$ cat src/rtl/seg_scan_ctrl.sv
// Four-digit common-anode 7-segment scan controller: holds four nibbles, walks
// them through one shared decoder with blanking dead time and leading-zero blanking.
module seg_scan_ctrl #(
    parameter int SHOW_CYC = 50000,
    parameter int DEAD_CYC = 8
) (
    input  logic        clk,
    input  logic        reset,
    input  logic        wr_en,
    input  logic [1:0]  wr_addr,
    input  logic [3:0]  wr_data,
    input  logic        load_en,
    input  logic [15:0] load_data,
    input  logic        lz_en,
    output logic [3:0]  bcd,
    output logic [3:0]  an,
    output logic        seg_en,
    output logic        frame_tick
);

    typedef enum logic {
        ST_SHOW  = 1'b0,
        ST_BLANK = 1'b1
    } state_t;

    localparam int MAX_CYC = (SHOW_CYC > DEAD_CYC) ? SHOW_CYC : DEAD_CYC;
    localparam int CNT_W   = (MAX_CYC > 1) ? $clog2(MAX_CYC) : 1;

    localparam logic [CNT_W-1:0] SHOW_LAST = CNT_W'(SHOW_CYC - 1);
    localparam logic [CNT_W-1:0] DEAD_LAST = (DEAD_CYC > 0) ? CNT_W'(DEAD_CYC - 1) : '0;
    localparam logic [CNT_W-1:0] CNT_ONE   = CNT_W'(1);

    state_t           state_q, state_d;
    logic [1:0]       idx_q, idx_d;
    logic [CNT_W-1:0] cnt_q, cnt_d;
    logic             frame_tick_q, frame_tick_d;
    logic [3:0]       d_q [4];
    logic [3:0]       d_d [4];

    logic [3:0]       upper_zero;
    logic             suppressed;
    logic             lit;

    // Bulk load first, then the single-digit write overrides its slot.
    always_comb begin
        for (int i = 0; i < 4; i++) begin
            d_d[i] = d_q[i];
            if (load_en) begin
                d_d[i] = load_data[4*i +: 4];
            end
            if (wr_en && (wr_addr == 2'(i))) begin
                d_d[i] = wr_data;
            end
        end
    end

    always_comb begin
        state_d = state_q;
        idx_d   = idx_q;
        cnt_d   = cnt_q + CNT_ONE;
        case (state_q)
            ST_SHOW: begin
                if (cnt_q == SHOW_LAST) begin
                    cnt_d = '0;
                    if (DEAD_CYC > 0) begin
                        state_d = ST_BLANK;
                    end else begin
                        idx_d = idx_q + 2'd1;
                    end
                end
            end
            ST_BLANK: begin
                if (cnt_q == DEAD_LAST) begin
                    cnt_d   = '0;
                    idx_d   = idx_q + 2'd1;
                    state_d = ST_SHOW;
                end
            end
            default: begin
                cnt_d   = '0;
                state_d = ST_SHOW;
            end
        endcase
        frame_tick_d = (idx_q == 2'd3) && (idx_d == 2'd0);
    end

    // upper_zero[i]: digits i..3 are all zero.
    always_comb begin
        upper_zero[3] = (d_q[3] == 4'd0);
        upper_zero[2] = upper_zero[3] && (d_q[2] == 4'd0);
        upper_zero[1] = upper_zero[2] && (d_q[1] == 4'd0);
        upper_zero[0] = upper_zero[1] && (d_q[0] == 4'd0);
        suppressed    = lz_en && (idx_q != 2'd0) && upper_zero[idx_q];
        lit           = (state_q == ST_SHOW) && !suppressed;
    end

    // Reset forces the digit-0 view immediately so the pins never show stale state.
    always_comb begin
        if (reset) begin
            bcd    = 4'd0;
            seg_en = 1'b1;
            an     = 4'b1110;
        end else begin
            bcd    = d_q[idx_q];
            seg_en = lit;
            an     = lit ? ~(4'b0001 << idx_q) : 4'b1111;
        end
        frame_tick = frame_tick_q;
    end

    always_ff @(posedge clk) begin
        if (reset) begin
            state_q      <= ST_SHOW;
            idx_q        <= 2'd0;
            cnt_q        <= '0;
            frame_tick_q <= 1'b0;
            for (int i = 0; i < 4; i++) begin
                d_q[i] <= 4'd0;
            end
        end else begin
            state_q      <= state_d;
            idx_q        <= idx_d;
            cnt_q        <= cnt_d;
            frame_tick_q <= frame_tick_d;
            for (int i = 0; i < 4; i++) begin
                d_q[i] <= d_d[i];
            end
        end
    end

endmodule

$ cat config.mk
export PLATFORM = sky130hd
export DESIGN_NAME = seg_scan_ctrl
export DESIGN_NICKNAME = d
export VERILOG_FILES = /design/src/rtl/seg_scan_ctrl.sv
export SDC_FILE = /design/constraint.sdc
export NUM_CORES = 1
export LEC_CHECK = 0
export ABC_CLOCK_PERIOD_IN_PS = 2100
export CORE_AREA = 2 2 74 76
export CTS_BUF_LIST = sky130_fd_sc_hd__clkbuf_8
export CTS_CLUSTER_SIZE = 10
export DETAILED_ROUTE_END_ITERATION = 12
export DIE_AREA = 0 0 76 78
export PLACE_DENSITY_LB_ADDON = 0.12
export REMOVE_ABC_BUFFERS = 1
export SYNTH_ARGS = -nofsm -noshare
export SYNTH_HDL_FRONTEND = slang
export SYNTH_SLANG_ARGS = --single-unit
$ cat constraint.sdc
create_clock -name clk -period 2.1 [get_ports clk]
set_input_delay 0.21 -clock clk [delete_from_list [all_inputs] [get_ports clk]]
set_output_delay 0.21 -clock clk [all_outputs]
set_load 0.05 [all_outputs]
* Word level (Yosys, flattened, before mapping)
Memory sizes are Yosys's and may differ from the RTL's. A register that Yosys moved wholly into a read port is not among the register bits.
Cells that the tools add are included.
Widths: inputs -> output; s select.
** Cells by class
- Add/subtract/negate cells :: 2
- Multipliers :: 0
- Div/mod/pow operators :: 0
- $lt $le $gt $ge :: 1
- Eq/ne operators :: 6
- Shifts and indexed selects :: 1
- Multiplexer cells :: 30
- Bitwise gates (word level) :: 6
- Reduce and logical (&&, ||, !) cells :: 19
** Operators with widths (number)
- $mux 4 :: 15
- $mux 16 :: 2
- $pmux 16 s2 :: 1
- $add 16x1->16 const B :: 1
- $eq 16x16->1 const B :: 1
- $eq 16x3->1 const B :: 1
- $logic_not 4->1 :: 4
- $logic_and 1x1->1 :: 11
- $mux 1 :: 7
- $eq 2x2->1 const B :: 3
- $logic_not 2->1 :: 2
- $mux 2 :: 2
- $not 4->4 :: 1
- $or 1x1->1 :: 4
- $pmux 2 s2 :: 1
- $shl 1x2->4 const A :: 1
- $lt 2x3->1 const B :: 1
- $add 2x1->2 const B :: 1
- $bmux 1 s2 :: 1
- $eq 2x1->1 const B :: 1
- $pmux 1 s2 :: 1
- $reduce_bool 2->1 :: 1
- $logic_not 1->1 :: 1
- $not 1->1 :: 1
** Storage, ports and cells
- Register bits after elaboration :: 20
- Bits in latches :: 0
- Bits in writable memories :: 16
- Memory bits (read-only) :: 0
- Input port bits :: 27
- Output and inout bits :: 10
- Logic and storage cells :: 70
- Memories :: 1
** Memories
- d_q :: depth 4, width 4, read ports 5, clocked after Yosys merged registers in 1, write ports 4, line 37 : logic [3:0] d_q [4];

* Longest topological paths before layout
- Word-level depth :: 11
- Depth in mapped cells :: 6
- Depth with buffers taken out :: 5

* Worst setup path after synthesis
Ideal clock, no wire load.
- Path kind :: register to output
- Start :: register idx_q[0]
- End :: output an[1]
- Arrival :: 1.763 ns
- Required time :: 1.890 ns
- Slack :: 0.127 ns
- Cell stages (with the launch flop) :: 7
- Path buffers :: 1
- Cell sequence :: dfxtp_1 clkbuf_1 inv_1 ha_1 nand3b_1 a211o_1 nand4_1
** Between the ends
- Cells in the longest elaborated chain, start to end :: 7
- Elaborated cells on any way between the ends :: 11
- Classes of those cells :: shift (1); mux (4); bitwise (1); reduce/logical (5)
** RTL lines
- from (decl) :: line 34 : logic [1:0] idx_q, idx_d;
- from (signal assigned) :: line 122 : idx_q <= idx_d;
- $bmux 1 s2 or $reduce_bool 2->1 (tied branches) :: line 93 : suppressed = lz_en && (idx_q != 2'd0) && upper_zero[idx_q];
- $mux 1 (not written as such) or $logic_and 1x1->1 (tied branches) :: line 93
- $logic_and 1x1->1 :: line 93
- $logic_not 1->1 :: line 94 : lit = (state_q == ST_SHOW) && !suppressed;
- $logic_and 1x1->1 :: line 94
- $mux 4 * :: line 106 : an = lit ? ~(4'b0001 << idx_q) : 4'b1111;
- $mux 4 * :: line 99 : if (reset) begin
- to (decl) :: line 16 : output logic [3:0] an,
Every way passes the cells marked *; elsewhere a longest branch is shown, timed or not. The select of a mux whose other input is x is not followed.

* Worst setup path in the final report
- Start :: register idx_q[0]
- End :: output seg_en
** Between the ends
- Cells in the longest elaborated chain, start to end :: 6
- Elaborated cells on any way between the ends :: 8
- Classes of those cells :: mux (3); reduce/logical (5)
** RTL lines
- $bmux 1 s2 or $reduce_bool 2->1 (tied branches) :: line 93
- $mux 1 (not written as such) or $logic_and 1x1->1 (tied branches) :: line 93
- $logic_and 1x1->1 * :: line 93
- $logic_not 1->1 * :: line 94
- $logic_and 1x1->1 * :: line 94
- $mux 1 * :: line 99
- to (decl) :: line 17 : output logic seg_en,
Marked as above.

==> impl_metrics.ini <==
[routing]
drt_first_iter_violations = 104
vias = 1600
drt_pass1_iterations = 4
wl_per_cell_um = 14.59
wl_um = 4655
drcViolationCount = 0
routed_via_density = 5.016
final_antenna_net_count = 0

[floorplan]
design.core.area_mm2 = 0.005042
fp.dieW_um = 76
floorplan.initialDensity = 0.3955
dieArea_mm2 = 0.005928
num_io_pins = 37
rows = 26
die_h_um = 78

[power]
switching_share = 0.2527
p_sw_mw = 0.3626
ir_drop_v = 0.0003788
pwr-share-seq = 0.515
p_int_mw = 1.072
p_clk_frac = 0.351
combinationalPowerShare = 0.134
p_leak_nw = 0.9964
powerDensity_mw_per_mm2 = 561.6

[yosys]
synth_enable_flop_cells = 0
async_flop_share = 0
syn_avg_cell_area_um2 = 9.543
synthTopCellsByCount = dfxtp_1, nor2_1, mux2i_1
netlist_area_mm2 = 0.001994
synth_top_area_frac = 0.3614
syn-instance-count = 209
yosys.area.top_type = dfxtp_1
netlist-cell-type-count = 40
synth-seq-area-share = 0.3614
ys_top_cells_by_area = dfxtp_1, mux2i_1, nor2_1
yosys_warnings = 0
ys_ff_latch = 36
synth-main-ff-cell = dfxtp_1
yosysMostFrequentCell = dfxtp_1

[placed_design]
hpwl_um = 3504
dp_slack_ns = 0.3579
io_buffers = 36
gp_congestion = 0.7570
dp_cells = 311

[sta]
relSlewSlack = 0.6469
skew_ns = 0.007633
setup_ws_ns = 0.1164
fmax_mhz = 504.1
report.final.slew_viol_count = 0
rsz0062_at_grt = false
min_period_over_period = 0.9446
setup_viol = 0
tightest_slew_ns = 0.5280
finalCriticalPeriod_ns = 1.984
hold_viol = 0
setup_tns_ns = 0

[finish]
drive_above_1_share = 0.1807
fill_cells = 492
fin_cells = 319
area_growth_pct = 28.11
diodes = 0
final_nets = 280

[worst_setup_path]
rr_worst_depth = 6
cp-end-kind = output pin
reg2reg_slack_ns = 0.36
crit_type = reg -> out
start_kind = flip-flop
crit-reg2reg-launch = cnt_q[0]$_SDFF_PP0_
cp_slowest_cell = dfxtp_1
crit_required_ns = 1.89
arrival_ns = 1.77
timing.rr.end = cnt_q[6]$_SDFF_PP0_
slowest_delay_ns = 0.33
worstPathCellList = inv_1 -> ha_1 -> nand3b_1 -> a211o_1 -> a21o_1 -> buf_4
cp_max_fo = 4

[min_path]
whs_path_depth = 1
min_from = cnt_q[0]$_SDFF_PP0_
worstHoldEndpoint = cnt_q[0]$_SDFF_PP0_
hold_path.class = reg -> reg

[clocking]
root_buffer = clkbuf_8
cts-hold-fix-buffers = 0
cts_max_level = 2
cts_tree = built
postCtsSetupBuffers = 0
cts_sinks = 36
cts_buffers = 5
cts_buffer_depth = 2
clk_latency_ns = 0.29
clk_pin_slew_ns = 0.07
ctsResizeCount = 0

[global_routing]
antenna_found_initial = 0
grt_pass1_vias = 1480
grt_max_degree = 17
grt_pass1_wl_um = 7728
grt_overflow_total = 0
grtUsageTotal = 0.1651

[outcome]
status = complete, no violations

[run]
drv_cap = 0
[worst max path at each step]
stage                          endpoint           startpoint  slack, ns
CTS                              seg_en  idx_q[0]$_SDFF_PP0_       0.10
detailed placement  cnt_q[6]$_SDFF_PP0_  cnt_q[0]$_SDFF_PP0_       0.36
finish                           seg_en  idx_q[0]$_SDFF_PP0_       0.12
global placement    cnt_q[6]$_SDFF_PP0_  cnt_q[0]$_SDFF_PP0_       0.39
global route                     seg_en  idx_q[0]$_SDFF_PP0_       0.03
floorplan                         an[1]  idx_q[0]$_SDFF_PP0_       0.25
[flip-flops by register name, summed over array words and instances (netlist names)]
signal,flops
idx_q,2
frame_tick,1
state_q,1
d_q,16
cnt_q,16
[worst max-delay path: cells and delay by family, from the launching register on]
family / cells / cell delay [ns]
compound gates: 2 / 0.48
flops: 1 / 0.33
buf+inv: 2 / 0.27
fa+ha+maj: 1 / 0.24
simple gates: 1 / 0.16
[per-layer routing]
metal	GRT usage	vias up	part of all wire
li1	-	838	-
met1	0.2460	728	0.51
met2	0.2232	27	0.43
met3	0.04419	7	0.041
met4	0.06545	0	0.015
met5	0	-	0
[cell families (layout without fill, tap and decap cells)]
logic type | Yosys count | after routing | synth area share
buffers and inverters | 16 | 56 | 0.04265
DFF | 36 | 36 | 0.3614
AOI/OAI and AO/OA | 25 | 25 | 0.09222
and+or+nand+nor | 91 | 91 | 0.2754
adders and majority gates | 5 | 5 | 0.03137
muxes | 22 | 22 | 0.1355
xor gates and xnor gates | 14 | 14 | 0.06148
[layout by cell type (no fill, tap or decap), drive strengths merged, types with 3 or more instances in the layout]
cell | netlist | final
mux4 | 4 | 4
a211oi | 12 | 12
xor2 | 5 | 5
clkbuf | 5 | 6
nand3b | 3 | 3
dfxtp | 36 | 36
buf | 5 | 15
nand4 | 10 | 10
nor4 | 9 | 9
nor3 | 4 | 4
nand3 | 6 | 6
xnor2 | 9 | 9
ha | 5 | 5
nor2 | 42 | 42
and2 | 4 | 4
nand2 | 5 | 5
a21oi | 7 | 7
clkdlybuf4s50 | 0 | 27
mux2i | 18 | 18
inv | 6 | 8
[power groups by stage]
| stage | combinational, mW | clock, mW | sequential [mW] |
|---|---|---|---|
| final | 0.192 | 0.504 | 0.739 |
| after global routing | 0.209 | 0.554 | 0.743 |
| after CTS | 0.193 | 0.520 | 0.739 |
| after detailed placement | 0.192 | 0 | 0.754 |
| after global placement | 0.191 | 0 | 0.753 |
| after floorplan | 0.0951 | 0 | 0.743 |
[per-stage QoR]
step | cell area (um^2) | hold slack [ns] | total power, mW | util
finish | 2555 | 0.4888 | 1.435 | 0.5067
global route | 2555 | 0.5084 | 1.506 | 0.5067
CTS | 2555 | 0.4887 | 1.452 | 0.5067
detailed placement | 2465 | 0.4705 | 0.9455 | 0.4888
global placement | 2465 | 0.4641 | 0.9440 | 0.4888
floorplan | 1932 | 0.2824 | 0.8380 | -
[area by class of cell]
type / instances / area (um^2) / share of cell area
well taps: 70 / 87.58 / 0.03428
clock buffers: 6 / 82.58 / 0.03232
flip-flops and latches: 36 / 720.7 / 0.2821
clock inverters: 2 / 7.507 / 0.002938
multi-input cells: 157 / 1189 / 0.4652
inverters: 6 / 22.52 / 0.008815
repair buffers: 42 / 445.4 / 0.1743
(Power assumes the default switching activity.)
